File: src/rtl/ctrl_pipe_pkg.sv
// Control-bundle layout shared by the ID/EX..MEM/WB register chain.
// Fields are packed MSB-first; offsets build up from L at bit 0.
package ctrl_pipe_pkg;

   localparam int SOH_OP_W = 3;
   localparam int ALU_OP_W = 3;
   localparam int RW_W     = 5;
   localparam int SIZE_W   = 2;

   localparam int L_OFF      = 0;
   localparam int B_OFF      = L_OFF + 1;
   localparam int ID_SR_OFF  = B_OFF + 1;
   localparam int RF_LE_OFF  = ID_SR_OFF + 1;
   localparam int CALL_OFF   = RF_LE_OFF + 1;
   localparam int J_L_OFF    = CALL_OFF + 1;
   localparam int USE_CC_OFF = J_L_OFF + 1;
   localparam int CC_WE_OFF  = USE_CC_OFF + 1;
   localparam int SIZE_OFF   = CC_WE_OFF + 1;
   localparam int E_OFF      = SIZE_OFF + SIZE_W;
   localparam int RW_OFF     = E_OFF + 1;
   localparam int ALU_OP_OFF = RW_OFF + RW_W;
   localparam int SOH_OP_OFF = ALU_OP_OFF + ALU_OP_W;
   localparam int CTRL_W     = SOH_OP_OFF + SOH_OP_W;

   typedef struct packed {
      logic [SOH_OP_W-1:0] soh_op;
      logic [ALU_OP_W-1:0] alu_op;
      logic [RW_W-1:0]     rw;
      logic                e;
      logic [SIZE_W-1:0]   size;
      logic                cc_we;
      logic                use_cc;
      logic                j_l;
      logic                call;
      logic                rf_le;
      logic                id_sr;
      logic                b;
      logic                l;
   } ctrl_bundle_t;

   localparam ctrl_bundle_t CTRL_NOP = '0;

endpackage

File: src/rtl/ctrl_pipe_chain_stage.sv
// One control-bundle pipeline register with flush > hold > bubble > load priority.
// Latency 1 edge; a held stage keeps its contents, a flush overrides the hold.
module ctrl_pipe_stage
   import ctrl_pipe_pkg::*;
#(
   parameter int             W         = CTRL_W,
   parameter logic [W-1:0]   NOP_VALUE = W'(CTRL_NOP)
) (
   input  logic         clk,
   input  logic         rst_n,
   input  logic         flush,
   input  logic         hold,
   input  logic         bubble,
   input  logic [W-1:0] up_dat,
   input  logic         up_vld,
   output logic [W-1:0] dat,
   output logic         vld
);

   always_ff @(posedge clk or negedge rst_n) begin
      if (!rst_n) begin
         dat <= NOP_VALUE;
         vld <= 1'b0;
      end else if (flush) begin
         dat <= NOP_VALUE;
         vld <= 1'b0;
      end else if (!hold) begin
         // An invalid upstream slot is normalised to NOP so valid=0 always means NOP contents.
         if (bubble || !up_vld) begin
            dat <= NOP_VALUE;
            vld <= 1'b0;
         end else begin
            dat <= up_dat;
            vld <= 1'b1;
         end
      end
   end

endmodule

File: src/rtl/ctrl_pipe_chain.sv
// Control-bundle register chain ID/EX..MEM/WB: stage k sees ctrl_i k+1 edges after accept_o.
// Holds freeze the stage and everything upstream; optional bubble counter under CTRL_PIPE_BUBBLE_CNT_EN.
module ctrl_pipe_chain
   import ctrl_pipe_pkg::*;
#(
   parameter int             W         = CTRL_W,
   parameter int             STAGES    = 3,
   parameter logic [W-1:0]   NOP_VALUE = W'(CTRL_NOP),
   parameter int             CNT_W     = 16
) (
   input  logic                  clk,
   input  logic                  rst_n,
   input  logic [W-1:0]          ctrl_i,
   input  logic                  valid_i,
   input  logic [STAGES-1:0]     hold_i,
   input  logic [STAGES-1:0]     flush_i,
`ifdef CTRL_PIPE_BUBBLE_CNT_EN
   input  logic                  clr_cnt_i,
   output logic [CNT_W-1:0]      bubble_cnt_o,
`endif
   output logic                  accept_o,
   output logic [STAGES*W-1:0]   ctrl_o,
   output logic [STAGES-1:0]     valid_o
);

   logic [STAGES-1:0] eh;
   logic [W-1:0]      st_dat [STAGES];
   logic              st_vld [STAGES];

   // A stall at stage k also freezes every stage upstream of it.
   always_comb begin
      eh = '0;
      for (int k = 0; k < STAGES; k++) begin
         eh[k] = |(hold_i >> k);
      end
   end

   assign accept_o = ~eh[0] & ~flush_i[0];

   for (genvar k = 0; k < STAGES; k++) begin : g_stage
      logic [W-1:0] up_dat;
      logic         up_vld;
      logic         bubble;

      if (k == 0) begin : g_head
         assign up_dat = ctrl_i;
         assign up_vld = valid_i;
         assign bubble = 1'b0;
      end else begin : g_body
         assign up_dat = st_dat[k-1];
         assign up_vld = st_vld[k-1];
         assign bubble = hold_i[k-1] | flush_i[k-1];
      end

      ctrl_pipe_stage #(
         .W         (W),
         .NOP_VALUE (NOP_VALUE)
      ) u_stage (
         .clk    (clk),
         .rst_n  (rst_n),
         .flush  (flush_i[k]),
         .hold   (eh[k]),
         .bubble (bubble),
         .up_dat (up_dat),
         .up_vld (up_vld),
         .dat    (st_dat[k]),
         .vld    (st_vld[k])
      );

      assign ctrl_o[k*W +: W] = st_dat[k];
      assign valid_o[k]       = st_vld[k];
   end

`ifdef CTRL_PIPE_BUBBLE_CNT_EN
   logic [STAGES-1:0] hold_bub;
   logic [CNT_W-1:0]  cnt;

   // Stage k only takes a hold-induced bubble when it actually advances.
   always_comb begin
      hold_bub = '0;
      for (int k = 1; k < STAGES; k++) begin
         hold_bub[k] = hold_i[k-1] & ~eh[k] & ~flush_i[k];
      end
   end

   always_ff @(posedge clk or negedge rst_n) begin
      if (!rst_n) begin
         cnt <= '0;
      end else if (clr_cnt_i) begin
         cnt <= '0;
      end else if (((|hold_bub) || (|flush_i)) && (cnt != {CNT_W{1'b1}})) begin
         cnt <= cnt + CNT_W'(1);
      end
   end

   assign bubble_cnt_o = cnt;
`endif

endmodule

File: config.mk
export PLATFORM = sky130hd
export DESIGN_NAME = ctrl_pipe_chain
export DESIGN_NICKNAME = d
export VERILOG_FILES = /design/src/rtl/ctrl_pipe_pkg.sv /design/src/rtl/ctrl_pipe_chain_stage.sv /design/src/rtl/ctrl_pipe_chain.sv
export SDC_FILE = /design/constraint.sdc
export NUM_CORES = 1
export LEC_CHECK = 0
export ABC_AREA = 1
export CORE_MARGIN = 2
export CORE_UTILIZATION = 42
export CTS_BUF_LIST = sky130_fd_sc_hd__clkbuf_8
export DETAILED_ROUTE_END_ITERATION = 7
export PLACE_DENSITY_LB_ADDON = 0.1
export SETUP_SLACK_MARGIN = 0.1
export SYNTH_ARGS = -nofsm -noshare
export SYNTH_HDL_FRONTEND = slang
export SYNTH_HIERARCHICAL = 1
export SYNTH_SLANG_ARGS = --single-unit
File: constraint.sdc
create_clock -name clk -period 1 [get_ports clk]
set_clock_uncertainty 0.1 [all_clocks]
set_input_delay 0.2 -clock clk [delete_from_list [all_inputs] [get_ports clk]]
set_output_delay 0.2 -clock clk [all_outputs]
set_load 0.01 [all_outputs]
; After elaboration in Yosys (flattened, before gate mapping)
; Index checks and enable logic that the tools add are counted.
[totals]
regBits = 69
inputBits = 31
elab_cells = 38
[op_classes]
eq_ne = 3
mux = 18
bitwise_logic = 5
reduce_logical = 6
[op_table]
columns = cell, n
row1 = $mux W22, 9
row2 = $mux W1, 9
row3 = $ne A2 B2 Y1 const B, 2
row4 = $reduce_or A3 Y1, 1
row5 = $logic_not A1 Y1, 2
row6 = $logic_or A1 B1 Y1, 2
row7 = $ne A2 B1 Y1 const B, 1
row8 = $not A1 Y1, 2
row9 = $or A1 B1 Y1, 2
row10 = $reduce_or A2 Y1, 1
row11 = $and A1 B1 Y1, 1

; Logic depth before layout (Yosys ltp)
[depth]
ltp_word = 5
depth_mapped = 7
depth_no_buf = 6

; Cells and area by module
; Netlist, hierarchy kept.
[by_module_without_submodules]
columns = mod, instances, cells_each, area_per_inst_um2
row1 = ctrl_pipe_stage, 3, 103, 945.9
row2 = ctrl_pipe_chain, 1, 12, 63.8

; Worst setup path after synthesis
; OpenSTA, ideal clock, no wires.
[synth_timing]
path_kind = input port to flip-flop
start = in hold_i[1]
end = reg g_stage[2].u_stage.dat[10]
setup_ns = 0.065
arrival_ns = 0.899
required_time_ns = 0.835
path_slack_ns = -0.064
path_stages = 5
path_buffers = 1
path_cell_list = or2_1 -> nor2_2 -> buf_2 -> nand3_1 -> nand2_1
[synth_between]
elab_chain_cells = 5
[synth_rtl]
columns = element, line
row1 = from (decl), ctrl_pipe_chain.sv:15  ; input logic [STAGES-1:0] hold_i,
row2 = $or A1 B1 Y1, ctrl_pipe_chain.sv:52  ; assign bubble = hold_i[k-1] | flush_i[k-1];
row3 = $logic_or A1 B1 Y1, ctrl_pipe_chain_stage.sv:29  ; if (bubble || !up_vld) begin
row4 = $mux W22, ctrl_pipe_chain_stage.sv:29
row5 = $mux W22, ctrl_pipe_chain_stage.sv:27  ; end else if (!hold) begin
row6 = $mux W22, ctrl_pipe_chain_stage.sv:24  ; end else if (flush) begin
row7 = to (signal assigned), ctrl_pipe_chain_stage.sv:33  ; dat <= up_dat;
row8 = to (decl), ctrl_pipe_chain_stage.sv:16  ; output logic [W-1:0] dat,
; Every way passes these cells. The select of a mux whose other input is x is not followed.
; A chain may end at the register's enable or synchronous reset.

; Final worst setup path
[layout_timing]
start = reg g_stage[0].u_stage.vld
end = reg g_stage[1].u_stage.dat[18]
[layout_between]
elab_chain_cells = 5
[layout_rtl]
columns = element, line
row1 = from (decl), ctrl_pipe_chain_stage.sv:17  ; output logic vld
row2 = from (signal assigned), ctrl_pipe_chain_stage.sv:23  ; vld <= 1'b0;
row3 = from (signal assigned), ctrl_pipe_chain_stage.sv:26  ; vld <= 1'b0;
row4 = from (signal assigned), ctrl_pipe_chain_stage.sv:31  ; vld <= 1'b0;
row5 = $logic_not A1 Y1, ctrl_pipe_chain_stage.sv:29
row6 = $logic_or A1 B1 Y1, ctrl_pipe_chain_stage.sv:29
row7 = $mux W22, ctrl_pipe_chain_stage.sv:29
row8 = $mux W22, ctrl_pipe_chain_stage.sv:27
row9 = $mux W22, ctrl_pipe_chain_stage.sv:24
row10 = to (signal assigned), ctrl_pipe_chain_stage.sv:33
row11 = to (decl), ctrl_pipe_chain_stage.sv:16
; Every way passes these cells. The select of a mux whose other input is x is not followed.

==> summary.txt <==
Status
  • Failing checks: negative setup slack
  • Status: finished with violations

Final layout
  • Total Nets Final: 558
  • Share of post-route cells with drive strength above 1: 53.2%
  • Ant diodes: 0
  • Finished Cell Area: 0.00527 mm2
  • Fin util: 77.9%
  • Area growth syn-to-layout: 81.5%

Synthesis
  • Largest family of logic cells by synthesized area: simple AND/OR/NAND/NOR gates
  • Cells after Synth: 321
  • EDFF count, synth: 0
  • Synth Flop Type: dfrtp_1
  • Synthesized Nets: 352
  • Fraction of registers with async set/reset: 100%
  • Mapped Area: 0.00290 mm2
  • Simple-gate share of the synthesized area: between 30% and 40%
  • Xor/xnor cell area share of the yosys netlist: 0%
  • Top-count cell post-synth: nand2_1
  • Top cells by area, synth: dfrtp_1 60%, nand2_1 18%, nand3_1 12%, buf_6 2.3%, nor2_4 2.3%
  • Commonest cells in the netlist: 141 x nand2_1, 69 x dfrtp_1, 67 x nand3_1
  • Unique masters post-synth: 13
  • Top cell type's share of synthesized area: 59.5%
  • Synth area leader: dfrtp_1
  • Synth Area in Adders: 0%
  • Part of the Yosys area used for sequential elements: approximately 60%
  • Synth Area in Compound Gates: 0%
  • Synth Register Bits: around 70
  • YS warnings: 6
  • Post-synthesis mux area share: 0%
  • Mean post-synth cell area: around 9.0 um2

Die
  • Die Ht: roughly 87 um
  • Rows: 30
  • Starting Density: between 40% and 50%
  • Die W: 87.1 um
  • Die ar.: 0.00759 mm2
  • Core Footprint: 0.00676 mm2
  • IO Pins: 101

STA
  • FMAX: about 800 MHz
  • Setup violators final: 115
  • RSZ-0062 raised after global routing: true
  • Final worst setup slack: -219 ps
  • Hold Vio Cnt, Final: 0
  • Period utilisation layout: 122%
  • Fin crit period: 1220 ps
  • Pins Over Slew Limit: 0

CTS
  • Clock Latency Late Sink: 350 ps
  • CTS Buffer Depth: 2
  • TritonCTS Buffers: 9
  • Clock-pin transition on the worst setup and hold timing paths: 80 ps
  • Clock sink total: 69
  • CTS Root Cell: clkbuf_8
  • CTS tree: built
  • # H-tree levels: 3

GRT
  • First-pass GRT wire length: 13700 um
  • Pin count of the biggest net entering global routing: 70
  • Vias in the first global route: 2800
  • Initial antenna violation count: 0
  • GRT overflow: 0
  • Gr usage total: 23.8%

Detailed routing
  • Final WL: 9190 um
  • ANT nets after route: 0
  • # DRC: 0
  • Drt pass-1 iters: 4
  • Wire per inst: about 15 um
  • Vias per cell: 4.82
  • Vias: 2949
  • 1st-iter DRT viols: approximately 170

Worst setup path
  • Max FO, Critical Path: 7
  • Critical path class: register to register
  • Slowest stage cell, crit path: dfrtp_1
  • Crit path largest cell delay: 400 ps
  • Arr. time, crit path: around 1400 ps
  • Crit path max-delay family: buffers and inverters
  • Crit path capture type: register
  • Critical-path cell list: buf_6 -> inv_4 -> nor2_4 -> buf_12 -> clkbuf_16 -> nand3_2 -> nand2_1
  • Startpoint Class: register
  • Worst EP required: 1140 ps
  • Buffers & Inverters on Critical Path: 4

Placed design
  • Gpl congestion: 0.785
  • Detailed placement HPWL: 5450 um
  • Port bufs: 100
  • Area post-placement: 0.00473 mm2

Pwr
  • Design Power: approximately 6000 uW
  • Leak pwr: 0.00294 uW
  • Worst vdd ir: around 1.0 mV
  • P per Cell Area: approximately 1100 mW/mm2

Worst hold path
  • HP Class: input port to register

Job
  • MaxCap Viol Count: 0
==> sequential cells by signal, summed over array words and instances (netlist names) <==
| register | flops |
|---|---|
| g_stage.u_stage/dat | 66 |
| g_stage.u_stage/vld | 3 |
==> area by class of cell <==
type                            count  area, um2
Multi-Input combinational cell    223       1290
Clock buffer                       11        151
Tap cell                           80        100
Sequential cell                    69       1730
Timing Repair Buffer              214       1870
Fill cell                         462       1490
Clock inverter                      5       58.8
Inverter                           10       72.6
==> final timing paths <==
kind                                                 start                         end  slack (ps)  cells past startpoint
worst max register to register      g_stage[0].u_stage/vld  g_stage[1].u_stage/dat[18]        -220                      7
worst min-delay path                             hold_i[2]      g_stage[2].u_stage/vld         210                      5
max in group asynchronous                            rst_n   g_stage[0].u_stage/dat[8]         180                      3
worst max-delay path                g_stage[0].u_stage/vld  g_stage[1].u_stage/dat[18]        -220                      7
min in group asynchronous                            rst_n  g_stage[0].u_stage/dat[21]         290                      3
worst min register to register  g_stage[2].u_stage/dat[19]  g_stage[2].u_stage/dat[19]         380                      2
==> what timing repair did <==
item,4_1_cts,5_1_grt
gates resized for setup,334,34
buffers inserted,26,17
endpoints found under the hold margin,69,0
cloned,6,2
pin swaps,19,25
hold buffers,1,0
endpoints found under the setup margin,139,138
==> cells by family (layout without fill, tap and decap cells) <==
| family | after synthesis | after routing |
|---|---|---|
| other | 1 | 1 |
| and+or+nand+nor | 221 | 222 |
| DFF | 69 | 69 |
| buffers and inverters | 30 | 240 |
==> stage by stage <==
stage               setup TNS [ps]  worst slack [ps]  instances  hold WS, ps
global placement            -59470              -818        555          146
floorplan                        0              23.1        321         -196
global route                -23700              -273        612          226
CTS                         -18510              -209        600          202
finish                      -18950              -219        612          209
detailed placement          -61090              -833        555          161
==> routing by layer <==
metal  up-vias  part of all wire [%]  global-route usage, %
met4         0                   2.3                   9.37
li1       1442                     -                      -
met5         -                     0                      0
met3        16                   4.2                   4.55
met2        85                    50                   38.4
met1      1406                    44                   31.7
==> cell usage in the layout, fill, tap and decap left out, types with 2 or more instances in the layout <==
master and n:
nand2_1 124, buf_4 82, dfrtp_1 69, buf_2 64, nand3_2 33, nand3_1 29, buf_6 23, clkdlybuf4s50_1 23
nand2_2 18, buf_12 12, nor2_4 11, clkbuf_8 11, inv_2 6, nand3_4 5, inv_12 2, clkinvlp_4 2
bufbuf_16 2, clkbuf_16 2, buf_8 2
==> where the power goes <==
group	internal, uW	total [uW]	switching (uW)
Combinational	315	637	322
Sequential	2800	2810	6.61
Clock	1290	2390	1100
Total	4400	5830	1430
==> tightest hold or removal path, delay by kind of cell <==
| kind | cells | cell delay (ps) |
|---|---|---|
| AND/OR/NAND/NOR | 3 | 190 |
| buffers and inverters | 2 | 230 |
Power figures use the tool's default switching activity.
